$ cat src/rtl/synth_core_harness_if.sv
// Operand/result bus between the stimulus harness and a synthetic core.
interface synth_core_harness_if #(
    parameter int W = 32
);
    logic [W-1:0] core_a;
    logic [W-1:0] core_b;
    logic [W-1:0] core_c;
    logic         core_sel;
    logic [W-1:0] core_result;

    // Harness side: drives operands, receives the registered result.
    modport master (
        output core_a,
        output core_b,
        output core_c,
        output core_sel,
        input  core_result
    );

    // Core side: receives operands, returns the result.
    modport slave (
        input  core_a,
        input  core_b,
        input  core_c,
        input  core_sel,
        output core_result
    );
endinterface

$ cat src/rtl/synth_core_harness.sv
// Stimulus driver and response checker for the synthetic datapath cores.
// Drives LFSR-derived operand vectors, carries the expected result through a
// latency-matched delay line and records mismatches for the host.
module synth_core_harness #(
    parameter int          W    = 32,
    parameter int          LAT  = 1,
    parameter logic [31:0] SEED = 32'hACE1_0001
) (
    input  logic                 clk,
    input  logic                 rst_n,
    input  logic                 start,
    input  logic [15:0]          num_vec,
    input  logic [1:0]           mode,
    synth_core_harness_if.master core_if,
    output logic                 busy,
    output logic                 done,
    output logic                 pass,
    output logic [15:0]          err_count,
    output logic [15:0]          first_err_idx,
    output logic [W-1:0]         first_err_got,
    output logic [W-1:0]         first_err_exp
);
    localparam logic [1:0]  S_IDLE  = 2'd0;
    localparam logic [1:0]  S_DRIVE = 2'd1;
    localparam logic [1:0]  S_DRAIN = 2'd2;
    localparam logic [1:0]  S_DONE  = 2'd3;

    localparam logic [31:0] LFSR_MASK = 32'h8020_0003;
    localparam logic [31:0] SEED_EFF  = (SEED == 32'h0) ? 32'h1 : SEED;
    localparam int unsigned LAT_U     = LAT;

    logic [1:0]   r_state;
    logic [31:0]  r_lfsr;
    logic [15:0]  r_num;
    logic [1:0]   r_mode;
    logic [15:0]  r_idx;

    logic [W-1:0] r_core_a;
    logic [W-1:0] r_core_b;
    logic [W-1:0] r_core_c;
    logic         r_core_sel;

    // Entry 0 is loaded on the same edge as the core operands; entry LAT is
    // compared against the core result sampled LAT cycles after that drive.
    logic [LAT:0] r_dvld;
    logic [W-1:0] r_dexp [0:LAT];
    logic [15:0]  r_didx [0:LAT];

    logic [31:0]  w_lfsr_next;
    logic [31:0]  w_rot;
    logic [31:0]  w_inv;
    logic [W-1:0] w_a;
    logic [W-1:0] w_b;
    logic [W-1:0] w_c;
    logic         w_sel;
    logic [W-1:0] w_exp;
    logic         w_accept;
    logic         w_pending;
    logic         w_mis;
    logic [15:0]  w_err_next;

    assign core_if.core_a   = r_core_a;
    assign core_if.core_b   = r_core_b;
    assign core_if.core_c   = r_core_c;
    assign core_if.core_sel = r_core_sel;

    // A start landing on the done-pulse cycle is dropped so the host re-issues it.
    assign w_accept = (r_state == S_IDLE) && start && !done;

    // Galois LFSR step, operand derivation and expected-model result.
    always_comb begin
        w_lfsr_next = (r_lfsr >> 1) ^ (r_lfsr[0] ? LFSR_MASK : 32'h0);
        w_rot       = {r_lfsr[20:0], r_lfsr[31:21]};
        w_inv       = ~r_lfsr;
        w_a         = r_lfsr[W-1:0];
        w_b         = w_rot[W-1:0];
        w_c         = w_inv[W-1:0];
        w_sel       = r_lfsr[31];
        w_exp       = '0;
        case (r_mode)
            2'd0:    w_exp = '0;
            2'd1:    w_exp = w_a + w_c;
            2'd2:    w_exp = w_sel ? w_b : w_c;
            default: w_exp = w_a ^ w_b;
        endcase
    end

    // Drain is finished once only the entry about to be checked remains in flight.
    always_comb begin
        w_pending = 1'b0;
        for (int unsigned i = 0; i + 1 < LAT_U; i++) begin
            w_pending = w_pending | r_dvld[i];
        end
    end

    // Mismatch detection and the saturating next error count.
    always_comb begin
        w_mis      = r_dvld[LAT] && (core_if.core_result != r_dexp[LAT]);
        w_err_next = err_count;
        if (w_mis && (err_count != 16'hFFFF)) begin
            w_err_next = err_count + 16'd1;
        end
    end

    // Run-control FSM, generator stepping and registered core operands.
    always_ff @(posedge clk or negedge rst_n) begin
        if (!rst_n) begin
            r_state    <= S_IDLE;
            r_lfsr     <= SEED_EFF;
            r_num      <= '0;
            r_mode     <= '0;
            r_idx      <= '0;
            r_core_a   <= '0;
            r_core_b   <= '0;
            r_core_c   <= '0;
            r_core_sel <= 1'b0;
            busy       <= 1'b0;
            done       <= 1'b0;
            pass       <= 1'b0;
        end else begin
            done       <= 1'b0;
            r_core_a   <= '0;
            r_core_b   <= '0;
            r_core_c   <= '0;
            r_core_sel <= 1'b0;
            case (r_state)
                S_IDLE: begin
                    if (w_accept) begin
                        r_num   <= num_vec;
                        r_mode  <= mode;
                        r_lfsr  <= SEED_EFF;
                        r_idx   <= '0;
                        pass    <= 1'b0;
                        busy    <= 1'b1;
                        r_state <= (num_vec == 16'd0) ? S_DONE : S_DRIVE;
                    end
                end
                S_DRIVE: begin
                    r_core_a   <= w_a;
                    r_core_b   <= w_b;
                    r_core_c   <= w_c;
                    r_core_sel <= w_sel;
                    r_lfsr     <= w_lfsr_next;
                    r_idx      <= r_idx + 16'd1;
                    if (r_idx == r_num - 16'd1) begin
                        r_state <= S_DRAIN;
                    end
                end
                S_DRAIN: begin
                    if (!w_pending) begin
                        r_state <= S_DONE;
                    end
                end
                default: begin
                    // The final vector is checked on this edge, so pass uses the updated count.
                    done    <= 1'b1;
                    busy    <= 1'b0;
                    pass    <= (w_err_next == 16'd0);
                    r_state <= S_IDLE;
                end
            endcase
        end
    end

    // Expected-result delay line, aligned with the core latency.
    always_ff @(posedge clk or negedge rst_n) begin
        if (!rst_n) begin
            r_dvld <= '0;
            for (int unsigned i = 0; i <= LAT_U; i++) begin
                r_dexp[i] <= '0;
                r_didx[i] <= '0;
            end
        end else begin
            r_dvld[0] <= (r_state == S_DRIVE);
            r_dexp[0] <= w_exp;
            r_didx[0] <= r_idx;
            for (int unsigned i = 1; i <= LAT_U; i++) begin
                r_dvld[i] <= r_dvld[i-1];
                r_dexp[i] <= r_dexp[i-1];
                r_didx[i] <= r_didx[i-1];
            end
        end
    end

    // Error counting and first-mismatch capture; cleared on an accepted start.
    always_ff @(posedge clk or negedge rst_n) begin
        if (!rst_n) begin
            err_count     <= '0;
            first_err_idx <= '0;
            first_err_got <= '0;
            first_err_exp <= '0;
        end else if (w_accept) begin
            err_count     <= '0;
            first_err_idx <= '0;
            first_err_got <= '0;
            first_err_exp <= '0;
        end else if (w_mis) begin
            err_count <= w_err_next;
            if (err_count == 16'd0) begin
                first_err_idx <= r_didx[LAT];
                first_err_got <= core_if.core_result;
                first_err_exp <= r_dexp[LAT];
            end
        end
    end
endmodule
$ cat src/flat_wrapper.sv
// flat-port wrapper written by rule: the top's interface ports become plain ports
module synth_core_harness_flat 
#(
    parameter int          W    = 32,
    parameter int          LAT  = 1,
    parameter logic [31:0] SEED = 32'hACE1_0001
)
  (clk, rst_n, start, num_vec, mode, busy, done, pass, err_count, first_err_idx, first_err_got, first_err_exp, core_if_core_a, core_if_core_b, core_if_core_c, core_if_core_sel, core_if_core_result);
  synth_core_harness_if #(.W(W)) core_if_i ();
  input  logic clk;
  input  logic rst_n;
  input  logic start;
  input  logic [15:0] num_vec;
  input  logic [1:0] mode;
  output logic busy;
  output logic done;
  output logic pass;
  output logic [15:0] err_count;
  output logic [15:0] first_err_idx;
  output logic [W-1:0] first_err_got;
  output logic [W-1:0] first_err_exp;
  output wire logic [$bits(core_if_i.core_a)-1:0] core_if_core_a;
  output wire logic [$bits(core_if_i.core_b)-1:0] core_if_core_b;
  output wire logic [$bits(core_if_i.core_c)-1:0] core_if_core_c;
  output wire logic [$bits(core_if_i.core_sel)-1:0] core_if_core_sel;
  input wire logic [$bits(core_if_i.core_result)-1:0] core_if_core_result;
  assign core_if_core_a = core_if_i.core_a;
  assign core_if_core_b = core_if_i.core_b;
  assign core_if_core_c = core_if_i.core_c;
  assign core_if_core_sel = core_if_i.core_sel;
  assign core_if_i.core_result = core_if_core_result;
  synth_core_harness #(.W(W), .LAT(LAT), .SEED(SEED)) u_core (.clk(clk), .rst_n(rst_n), .start(start), .num_vec(num_vec), .mode(mode), .core_if(core_if_i), .busy(busy), .done(done), .pass(pass), .err_count(err_count), .first_err_idx(first_err_idx), .first_err_got(first_err_got), .first_err_exp(first_err_exp));
endmodule
$ cat config.mk
export PLATFORM = sky130hd
export DESIGN_NAME = synth_core_harness_flat
export DESIGN_NICKNAME = d
export VERILOG_FILES = /design/src/rtl/synth_core_harness_if.sv /design/src/rtl/synth_core_harness.sv /design/src/flat_wrapper.sv
export SDC_FILE = /design/constraint.sdc
export NUM_CORES = 1
export LEC_CHECK = 0
export ABC_AREA = 1
export ABC_CLOCK_PERIOD_IN_PS = 2600
export CORE_ASPECT_RATIO = 0.8
export CORE_MARGIN = 1.5
export CORE_UTILIZATION = 45
export CTS_CLUSTER_DIAMETER = 50
export DETAILED_ROUTE_END_ITERATION = 8
export GPL_TIMING_DRIVEN = 0
export PLACE_DENSITY = 0.7
export SYNTH_ARGS = -nofsm -noshare
export SYNTH_HDL_FRONTEND = slang
export SYNTH_SLANG_ARGS = --single-unit
$ cat constraint.sdc
create_clock -name clk -period 2.6 [get_ports clk]
set_clock_uncertainty 0.2 [all_clocks]
set_input_delay 0.26 -clock clk [delete_from_list [all_inputs] [get_ports clk]]
set_output_delay 0.26 -clock clk [all_outputs]
set_load 0.005 [all_outputs]
==> flow_summary_export.csv <==
group,metric,value,unit
global_route,grt_usage,23.9,%
worst_hold_path,hold_path_class,"input port to flop",
power,ir_worst_vdd,0.542,mV
setup_path,crit_path_top_delay_cell,"clkbuf_1",
setup_path,crit_path_max_incr_delay,0.48,ns
sta,timing.final.ws_setup,0.113,ns
layout,fin_area,0.0185,mm^2
global_route,grt_max_degree,114,
drt,dr.pass1.iters,5,
power,p_comb_share,37.7,%
drt,vias,11300,
setup_path,path_class,"flop to flop",
synthesis,synth-compound-area-share,10.2,%
drt,wirelength,38900,um
power,pwr-share-seq,37.2,%
global_route,grt-ovfl-total,0,
setup_path,crit_top_cell,"clkbuf_1",
synthesis,synth-seq-area-share,58.4,%
synthesis,synthAdderAreaFrac,0.887,%
clock_network,cts_tree,"built",
power,p_per_area,1140,mW/mm^2
layout,antenna_cells,0,
synthesis,synth.most_common_cell,"dfrtp_1",
synthesis,synth_area_per_cell,9.50,um^2
power,pwr-share-clk,25.1,%
clock_network,clk_latency,0.51,ns
place,gp_congestion,0.890,
synthesis,yosys_warnings,0,
floorplanning,die_x,201,um
synthesis,yosysTopAreaCell,"dfrtp_1",
synthesis,postSynthNetCount,1549,
sta,min_period,2.49,ns
synthesis,yosys_register_bits,329,
global_route,grt_pass1_wl,61300,um
synthesis,syn_inst,1486,
synthesis,synth_top_family_by_area,"simple AND/OR/NAND/NOR gates",
layout,drive_gt1_share,10.3,%
synthesis,synth_flop_cell,"dfrtp_1",
layout,fillers,2576,
floorplanning,core_area,0.0306,mm^2
power,power.internal,13500,uW
drt,drc,0,
synthesis,yosysUniqueCellTypes,42,
layout,syn_to_final_growth,31.4,%
power,p_leak,0.00852,uW
setup_path,cp-end-kind,"flop",
floorplanning,initial_core_util,46.1,%
layout,multiInputGateArea,0.00451,mm^2
sta,relSlewSlack,43.6,%
setup_path,crit_path_cell_trace,"inv_2, ha_1, clkbuf_1, inv_1, clkbuf_1, clkbuf_2, nor2_1",
sta,min_period_over_period,95.6,%
global_route,grt_antenna_before_repair,0,
setup_path,critPathTopFamily,"buffers and inverters",
run_status,run_status,"finished clean",
synthesis,synth-xor-area-share,5.46,%
synthesis,synth_edf_count,0,
setup_path,worstPathArrival,2.66,ns
clock_network,cts_max_level,2,
place,dp_slack,-0.288,ns
power,power.switching,7590,uW
sta,worstMarginPinSlew,0.846,ns
sta,finalSetupViolations,0,
setup_path,required,2.77,ns
floorplanning,die_h,161,um
sta,hold_viol,0,
flow_run,maxCapViolations,0,
power,switching_share,35.9,%
sta,final_max_slew_viol_count,0,
place,portBuffers,248,
synthesis,synth_top_area_share,56.7,%
layout,nNetsFinal,1846,
synthesis,muxShareOfSynthArea,0,%
clock_network,numCtsBuffers,37,
clock_network,clock_sinks,329,
power,power,21100,uW
drt,drt_iter0_drc,786,
synthesis,netlist_area,0.0141,mm^2
floorplanning,ioPinCount,249,
clock_network,cts_max_path_buffers,3,
clock_network,clk_pin_slew,0.06,ns
drt,avgViaCountPerCell,5.08,
setup_path,worst-path-buf-inv,5,
synthesis,synthTopCellsByCount,"320 x dfrtp_1, 227 x nand2_1, 194 x inv_1",
place,dp_hpwl,27900,um
drt,ant_nets,0,
floorplanning,num_rows,57,
clock_network,root_buffer,"clkbuf_16",
sta,clock.fmax,402,MHz
drt,avgRoutedWirePerCell,17.5,um
synthesis,ys_top_cells_by_area,"dfrtp_1 57%, nand2_1 6.0%, inv_1 5.2%",
layout,seq_area,0.00825,mm^2
setup_path,cp-start-kind,"flop",
place,placed_cell_area,0.0172,mm^2
floorplanning,dieArea,0.0324,mm^2
synthesis,synth-simple-area-share,15.1,%
synthesis,synth_async_sr_flop_share,100,%
setup_path,cp_max_fo,10,
global_route,grt_pass1_vias,11100,
## cell usage in the layout, fill, tap and decap left out, types with 4 or more instances in the layout
cell type / Yosys / routed
inv_1: 194 / 191
buf_4: 38 / 46
nand2_2: 5 / 7
clkbuf_16: 0 / 39
nand2_1: 227 / 225
ha_1: 10 / 9
o221ai_1: 29 / 29
nor3_1: 16 / 15
o22ai_1: 6 / 6
buf_2: 9 / 10
o21ai_0: 125 / 125
nor2_4: 3 / 4
xnor2_1: 60 / 60
clkdlybuf4s50_1: 0 / 247
nor4_1: 6 / 6
o21ai_2: 7 / 6
clkinv_2: 0 / 6
nand4_1: 15 / 15
nor2_1: 101 / 99
nor2_2: 7 / 8
nand3_1: 90 / 90
buf_1: 8 / 6
dfrtp_1: 320 / 318
inv_2: 5 / 8
nand3_2: 4 / 4
xor2_1: 28 / 28
a21oi_1: 40 / 40
o21ai_1: 39 / 39
dfstp_2: 9 / 9
clkbuf_8: 0 / 6
clkbuf_1: 61 / 66
## kinds of logic (layout without fill, tap and decap cells)
logic type | Yosys count | count (layout)
xor+xnor | 88 | 88
simple gates | 484 | 484
fa+ha+maj | 10 | 10
compound gates | 254 | 254
flops | 329 | 329
buf+inv | 321 | 647
## worst reg2reg max path, cell delays in order (launching register included)
cell	delay, ns
dfrtp_1	0.40
inv_2	0.08
ha_1	0.24
clkbuf_1	0.29
inv_1	0.22
clkbuf_1	0.48
clkbuf_2	0.36
nor2_1	0.08
## worst paths after layout
check / from / to / slack, ns / cells after the start
worst min-delay path: num_vec[13] / u_core.r_num[13] / 0.14 / 3
worst max register to register: u_core.r_state[1] / u_core.core_if.core_c[26] / 0.11 / 7
worst max-delay path: u_core.r_state[1] / u_core.core_if.core_c[26] / 0.11 / 7
max in group asynchronous: rst_n / u_core.err_count[11] / 0.57 / 4
worst min register to register: u_core.r_didx[17] / u_core.r_didx[1] / 0.15 / 0
min in group asynchronous: rst_n / u_core.first_err_got[18] / 0.17 / 2
## final cells by class
cell class                 instances  share of cell area (%)
buffer                           119                    3.45
clock buffer                      53                    5.87
clock inverter                    15                   0.917
inverter                         201                    4.10
multi-input combinational        836                    24.3
sequential                       329                    44.5
tap                              413                    2.79
timing repair buffer             259                    14.1
## metrics by stage
stage	util (%)	hold slack, ns	TNS, ns	cells
after floorplan	-	-0.236	0	1486
after global placement	55.9	0.133	-4151.49	2147
after detailed placement	56.1	0.135	-12.84	2149
after CTS	60.3	0.124	0	2218
after global routing	60.6	0.149	-0.0186	2225
final	60.6	0.137	0	2225
## state kept, by name, summed over array words and instances (netlist names)
signal	cells
u_core.r_dexp	64
u_core.core_if.core_c	32
u_core.first_err_exp	32
u_core.first_err_got	32
u_core.r_didx	32
u_core.r_lfsr	32
u_core.core_if.core_a	31
u_core.err_count	16
u_core.first_err_idx	16
u_core.r_idx	16
u_core.r_num	16
u_core.r_dvld	2
u_core.r_mode	2
u_core.r_state	2
u_core.busy	1
u_core.core_if.core_b	1
u_core.done	1
u_core.pass	1
## per-layer routing
metal	track usage [%]	vias up	share of wire (%)	routed length (um)
met5	0	-	0	0
met4	6.02	0	2.0	786
met3	5.06	59	7.7	3000
met2	35.2	431	43	16600
met1	36.0	5505	48	18500
li1	-	5304	-	-
## repair_timing
item	CTS	global route
hold buffers	1	0
pin swaps	0	2
setup endpoints to repair	12	79
hold endpoints to repair	102	0
gates resized for setup	2	20
buffers inserted	0	8
## power groups by stage
stage | clock network [uW] | logic [uW] | registers (uW)
floorplan | 0 | 4180 | 7640
global placement | 0 | 7660 | 7890
detailed placement | 0 | 7800 | 7890
CTS | 5390 | 7900 | 7830
global route | 5620 | 8730 | 8040
finish | 5310 | 7950 | 7850
No activity file was read; power rests on OpenSTA's default activity.
==> RTL edit 1: new RTL, same flow settings <==
`W` is set to 32 in 3 places; all go to 16.
--- a/src/rtl/synth_core_harness_if.sv
+++ b/src/rtl/synth_core_harness_if.sv
@@ -1,6 +1,6 @@
 // Operand/result bus between the stimulus harness and a synthetic core.
 interface synth_core_harness_if #(
-    parameter int W = 32
+    parameter int W = 16
 );
     logic [W-1:0] core_a;
     logic [W-1:0] core_b;
--- a/src/rtl/synth_core_harness.sv
+++ b/src/rtl/synth_core_harness.sv
@@ -2,7 +2,7 @@
 // Drives LFSR-derived operand vectors, carries the expected result through a
 // latency-matched delay line and records mismatches for the host.
 module synth_core_harness #(
-    parameter int          W    = 32,
+    parameter int          W    = 16,
     parameter int          LAT  = 1,
     parameter logic [31:0] SEED = 32'hACE1_0001
 ) (
--- a/src/flat_wrapper.sv
+++ b/src/flat_wrapper.sv
@@ -1,7 +1,7 @@
 // flat-port wrapper written by rule: the top's interface ports become plain ports
 module synth_core_harness_flat 
 #(
-    parameter int          W    = 32,
+    parameter int          W    = 16,
     parameter int          LAT  = 1,
     parameter logic [31:0] SEED = 32'hACE1_0001
 )
Ports: changed (6 resized); port bits go from 249 to 153. The function was not compared with the original's and may differ.
==> RTL edit 1 against the unedited design <==
  * Synthesized area is 27% lower
  * Sequential share of layout area is 1.7 points higher
  * Power is 32% lower
  * Sequential cell count is 85 lower
  * Cell area is 29% lower
  * Critical path type unchanged
  * Core utilization is 1.8 points lower
  * Combinational power is 35% lower
  * Via count is 26% lower
  * Sequential power is 27% lower
  * Critical path depth is 8 higher
  * Worst setup slack better by 0.053 ns
  * Wire length is 33% lower
==> RTL edit 1: results (changes against the unedited design) <==
INFO  metric worst-r2r-setup-slack = 0.17 ns (+0.05 ns)
INFO  metric synth.net_count = 1187 (-23%)
INFO  metric ys_top_cells_by_count = sky130_fd_sc_hd__dfrtp_1, sky130_fd_sc_hd__nand2_1, sky130_fd_sc_hd__inv_1
INFO  metric ys_seq_area_share = 59.0% (+0.57 points)
INFO  metric slew_headroom = 59.5% (+16 points)
INFO  metric worstHoldEndpoint = u_core.r_mode[0]
INFO  metric gpl.final_weighted_congestion = 0.914 (+2.7%)
INFO  metric final.hold.worst_slack = 0.114 ns (-0.0224 ns)
INFO  metric routed_via_density = 5.04 (-0.66%)
INFO  metric detailedRoute.firstIterationViolations = 705 (-10%)
INFO  metric cts_made_buffers = 25 (-32%)
INFO  metric grt_pass1_vias = 8052 (-27%)
INFO  metric crit-reg2reg-capture = u_core.pass
INFO  metric synth.lib_cells_used.distinct = 44 (+4.8%)
INFO  metric fraction_of_final_layout_cells_with_drive_strength_greater_than_1 = 7.30% (-3.0 points)
INFO  metric critical_path.slowest_cell = sky130_fd_sc_hd__dfrtp_2
INFO  metric run_status = finished clean
INFO  metric grt_first_pass_wirelength = 42.7 mm (-30%)
INFO  metric worstRegToRegCells = 15 (+8)
INFO  metric hold_wc_startpoint = mode[0]
INFO  metric post_synth_main_area_contributors = sky130_fd_sc_hd__dfrtp_1, sky130_fd_sc_hd__nand2_1, sky130_fd_sc_hd__inv_1, sky130_fd_sc_hd__o21ai_0, sky130_fd_sc_hd__nor2_1
INFO  metric detail_route.first_pass.iterations = 8 (+3)
INFO  metric routed_wire_per_std_cell = 15.9 um (-9.0%)
INFO  metric port_buffers = 152 (-39%)
INFO  metric power.leakage = 6.40 nW (-25%)
INFO  metric cp_slowest_stage_delay = 0.45 ns (-0.03 ns)
INFO  metric ir_drop = 0.536 mV (-1.1%)
INFO  metric crit-reg2reg-launch = u_core.err_count[0]
INFO  metric worstPathArrival = 2.68 ns (+0.02 ns)
RTL edit 1: metal layers:
| layer | GRT usage (%) | share of wire [%] | up-vias |
|---|---|---|---|
| li1 | - | - | 4003 |
| met1 | 34.0 | 48 | 3963 |
| met2 | 31.9 | 42 | 296 |
| met3 | 4.28 | 7.4 | 57 |
| met4 | 5.68 | 2.5 | 0 |
| met5 | 0 | 0 | - |
RTL edit 1: area by class of cell:
cell class / count / area, um^2
Multi-Input combinational cell: 687 / 3470
Timing Repair Buffer: 159 / 1640
Tap cell: 306 / 383
Clock buffer: 33 / 726
Buffer: 48 / 215
Inverter: 162 / 611
Fill cell: 1995 / 9300
Sequential cell: 244 / 6120
Clock inverter: 10 / 95.1
RTL edit 1: worst max path at each step:
stage / startpoint / to / slack, ns / cells past startpoint
5_1_grt: u_core.r_state[0] / u_core.r_idx[14] / -0.002 / 15
6_report: u_core.err_count[0] / u_core.pass / 0.17 / 15
3_5_place_dp: core_if_core_result[2] / u_core.pass / -0.06 / 16
4_1_cts: u_core.r_state[0] / u_core.r_idx[15] / 0.008 / 17
3_3_place_gp: rst_n / u_core.r_num[15] / -9.15 / 1
2_1_floorplan: u_core.r_state[0] / u_core.r_idx[14] / 0.40 / 15
RTL edit 1: logic make-up (layout without fill, tap and decap cells):
family                   Yosys count  after routing  share of synthesized area [%]
AND/OR/NAND/NOR                  427            427                           17.4
flip-flops                       244            244                           59.0
buffers and inverters            210            412                           7.91
AO/OA/AOI/OAI                    208            208                           10.7
XOR/XNOR                          43             43                           3.90
adder cells (fa/ha/maj)            9              9                           1.09
RTL edit 1: report_power, final:
part	switching, mW	leakage, nW	internal (mW)
Clock	1.46	0.403	2.06
Combinational	3.03	2.79	2.10
Sequential	0.766	3.21	4.94
RTL edit 1: repair_timing:
action,4_1_cts,5_1_grt
endpoints found under the hold margin,127,0
buffers inserted,0,2
pin swaps,0,1
endpoints found under the setup margin,11,23
resized for setup,2,15
hold buffers,3,0
RTL edit 1: through the flow:
stage               setup slack [ns]  cell area (um^2)  instances
floorplan                      0.402             10400       1141
global placement               -9.15             12300       1599
detailed placement           -0.0593             12300       1601
CTS                          0.00800             13200       1647
global route                -0.00192             13300       1649
finish                         0.166             13300       1649
RTL edit 1: tightest hold or removal path: stages:
cell                              delay, ns
sky130_fd_sc_hd__clkdlybuf4s50_1       0.39
sky130_fd_sc_hd__nand2_1               0.06
sky130_fd_sc_hd__o21ai_0               0.07
==> RTL edit 2: new RTL, same settings <==
Made on the original files. Register the input `num_vec` before use, with the module's reset. The logic sees it one clock later. The other inputs are not delayed to match.
--- a/src/rtl/synth_core_harness.sv
+++ b/src/rtl/synth_core_harness.sv
@@ -29,6 +29,16 @@
     localparam logic [31:0] SEED_EFF  = (SEED == 32'h0) ? 32'h1 : SEED;
     localparam int unsigned LAT_U     = LAT;
 
+    logic [15:0] num_vec_q;
+
+    always_ff @(posedge clk or negedge rst_n) begin
+        if (!rst_n) begin
+            num_vec_q <= '0;
+        end else begin
+            num_vec_q <= num_vec;
+        end
+    end
+
     logic [1:0]   r_state;
     logic [31:0]  r_lfsr;
     logic [15:0]  r_num;
@@ -126,13 +136,13 @@
             case (r_state)
                 S_IDLE: begin
                     if (w_accept) begin
-                        r_num   <= num_vec;
+                        r_num   <= num_vec_q;
                         r_mode  <= mode;
                         r_lfsr  <= SEED_EFF;
                         r_idx   <= '0;
                         pass    <= 1'b0;
                         busy    <= 1'b1;
-                        r_state <= (num_vec == 16'd0) ? S_DONE : S_DRIVE;
+                        r_state <= (num_vec_q == 16'd0) ? S_DONE : S_DRIVE;
                     end
                 end
                 S_DRIVE: begin
Formal check against the unedited RTL: not equivalent (Yosys sat finds a counterexample within 4 cycles, from zero or initial values and one cycle with rst_n low).
==> RTL edit 2 against the unedited design <==
  * Worst setup slack got worse by 0.035 ns
  * Critical path depth rose by 7
  * Synthesized area rose by 2.1%
  * Critical path type unchanged
  * Largest cell class unchanged
  * Sequential cell count rose by 16
  * Non-clock buffer count rose by 11
  * Power barely moved
  * Core utilization fell by 0.11 points
  * Wire length rose by 1.9%
  * Cell area rose by 2.8%
==> RTL edit 2: results (changes against the unedited design) <==
INFO  metric ir_drop = 0.613 mV (+13%)
INFO  metric grt_pass1_vias = 10900 (-1.2%)
INFO  metric drt-total-wl = 39.7 mm (+1.9%)
INFO  metric crit-reg2reg-launch = u_core.err_count[0]
INFO  metric power_density = 1110 nW/um^2 (-2.8%)
INFO  metric synthesized_area_fraction_occupied_by_ao_oa_aoi_and_oai_cells = 9.55% (-0.68 points)
INFO  metric post_synth_xor_area_fraction = 5.35% (-0.11 points)
INFO  metric fillerInstances = 2696 (+4.7%)
INFO  metric power_report.internal_total = 13.6 mW (+0.48%)
INFO  metric post-dp-hpwl = 28.9 mm (+3.7%)
INFO  metric layoutNonFillerInstCount = 2264 (+1.8%)
INFO  metric synthesis.instances = 1506 (+1.3%)
INFO  metric detailedRoute.firstIterationViolations = 880 (+12%)
INFO  metric slew_headroom = 41.6% (-1.9 points)
INFO  metric final.signal_inverter_count = 194 (-3.5%)
INFO  metric gpl.final_weighted_congestion = 0.881 (-1.0%)
INFO  metric ys_seq_area_share = 60.0% (+1.6 points)
INFO  metric fraction_of_final_layout_cells_with_drive_strength_greater_than_1 = 9.06% (-1.3 points)
INFO  metric worstHoldEndpoint = u_core.num_vec_q[12]
INFO  metric seq_area_share = 45.4% (+0.91 points)
INFO  metric critPathTopFamily = simple AND/OR/NAND/NOR gates
INFO  metric nNonClkBuffers = 389 (+2.9%)
INFO  metric worstRegToRegCells = 14 (+7)
INFO  metric number_of_antenna_cells_inserted = 1 (+1)
INFO  metric grt_start_max_net_pins = 122 (+7.0%)
INFO  metric worstPathArrival = 2.77 ns (+0.11 ns)
INFO  metric post_synth_fa_ha_maj_area_fraction = 0.869% (-0.018 points)
INFO  metric comb_power_share = 36.1% (-1.6 points)
INFO  metric post_synth_main_area_contributors = sky130_fd_sc_hd__dfrtp_1, sky130_fd_sc_hd__nand2_1, sky130_fd_sc_hd__o21ai_0, sky130_fd_sc_hd__inv_1, sky130_fd_sc_hd__xnor2_1
INFO  metric pre_cts_ws = -0.647 ns (-0.358 ns)
INFO  metric post-place-cells = 2176 (+1.3%)
INFO  metric run_status = finished clean
INFO  metric cp_slowest_stage_delay = 0.44 ns (-0.04 ns)
INFO  metric synth.lib_cells_used.distinct = 35 (-17%)
INFO  metric ff_latch_area = 8650 um^2 (+4.9%)
INFO  metric setup_ws_post_layout = 0.0784 ns (-0.0347 ns)
INFO  metric grt_first_pass_wirelength = 62.4 mm (+1.7%)
## RTL edit 2: cell count changes after synthesis, moves of 3 or more
cell,unedited run,this run
sky130_fd_sc_hd__nand2_1,227,245
sky130_fd_sc_hd__o221ai_1,29,26
sky130_fd_sc_hd__a21oi_1,40,49
sky130_fd_sc_hd__nor2_1,101,97
sky130_fd_sc_hd__o21ai_0,125,165
sky130_fd_sc_hd__o21ai_1,39,3
sky130_fd_sc_hd__o21ai_2,7,0
sky130_fd_sc_hd__nand4_1,15,20
sky130_fd_sc_hd__dfrtp_1,320,336
sky130_fd_sc_hd__buf_4,38,34
sky130_fd_sc_hd__inv_1,194,190
sky130_fd_sc_hd__nand3_1,90,95
## RTL edit 2: metal layers
layer  share of wire, %  vias up  track usage (%)
li1                   -     5413                -
met5                  0        -                0
met4                1.3        0             4.92
met3                7.5       40             4.25
met2                 43      415             35.8
met1                 48     5547             37.7
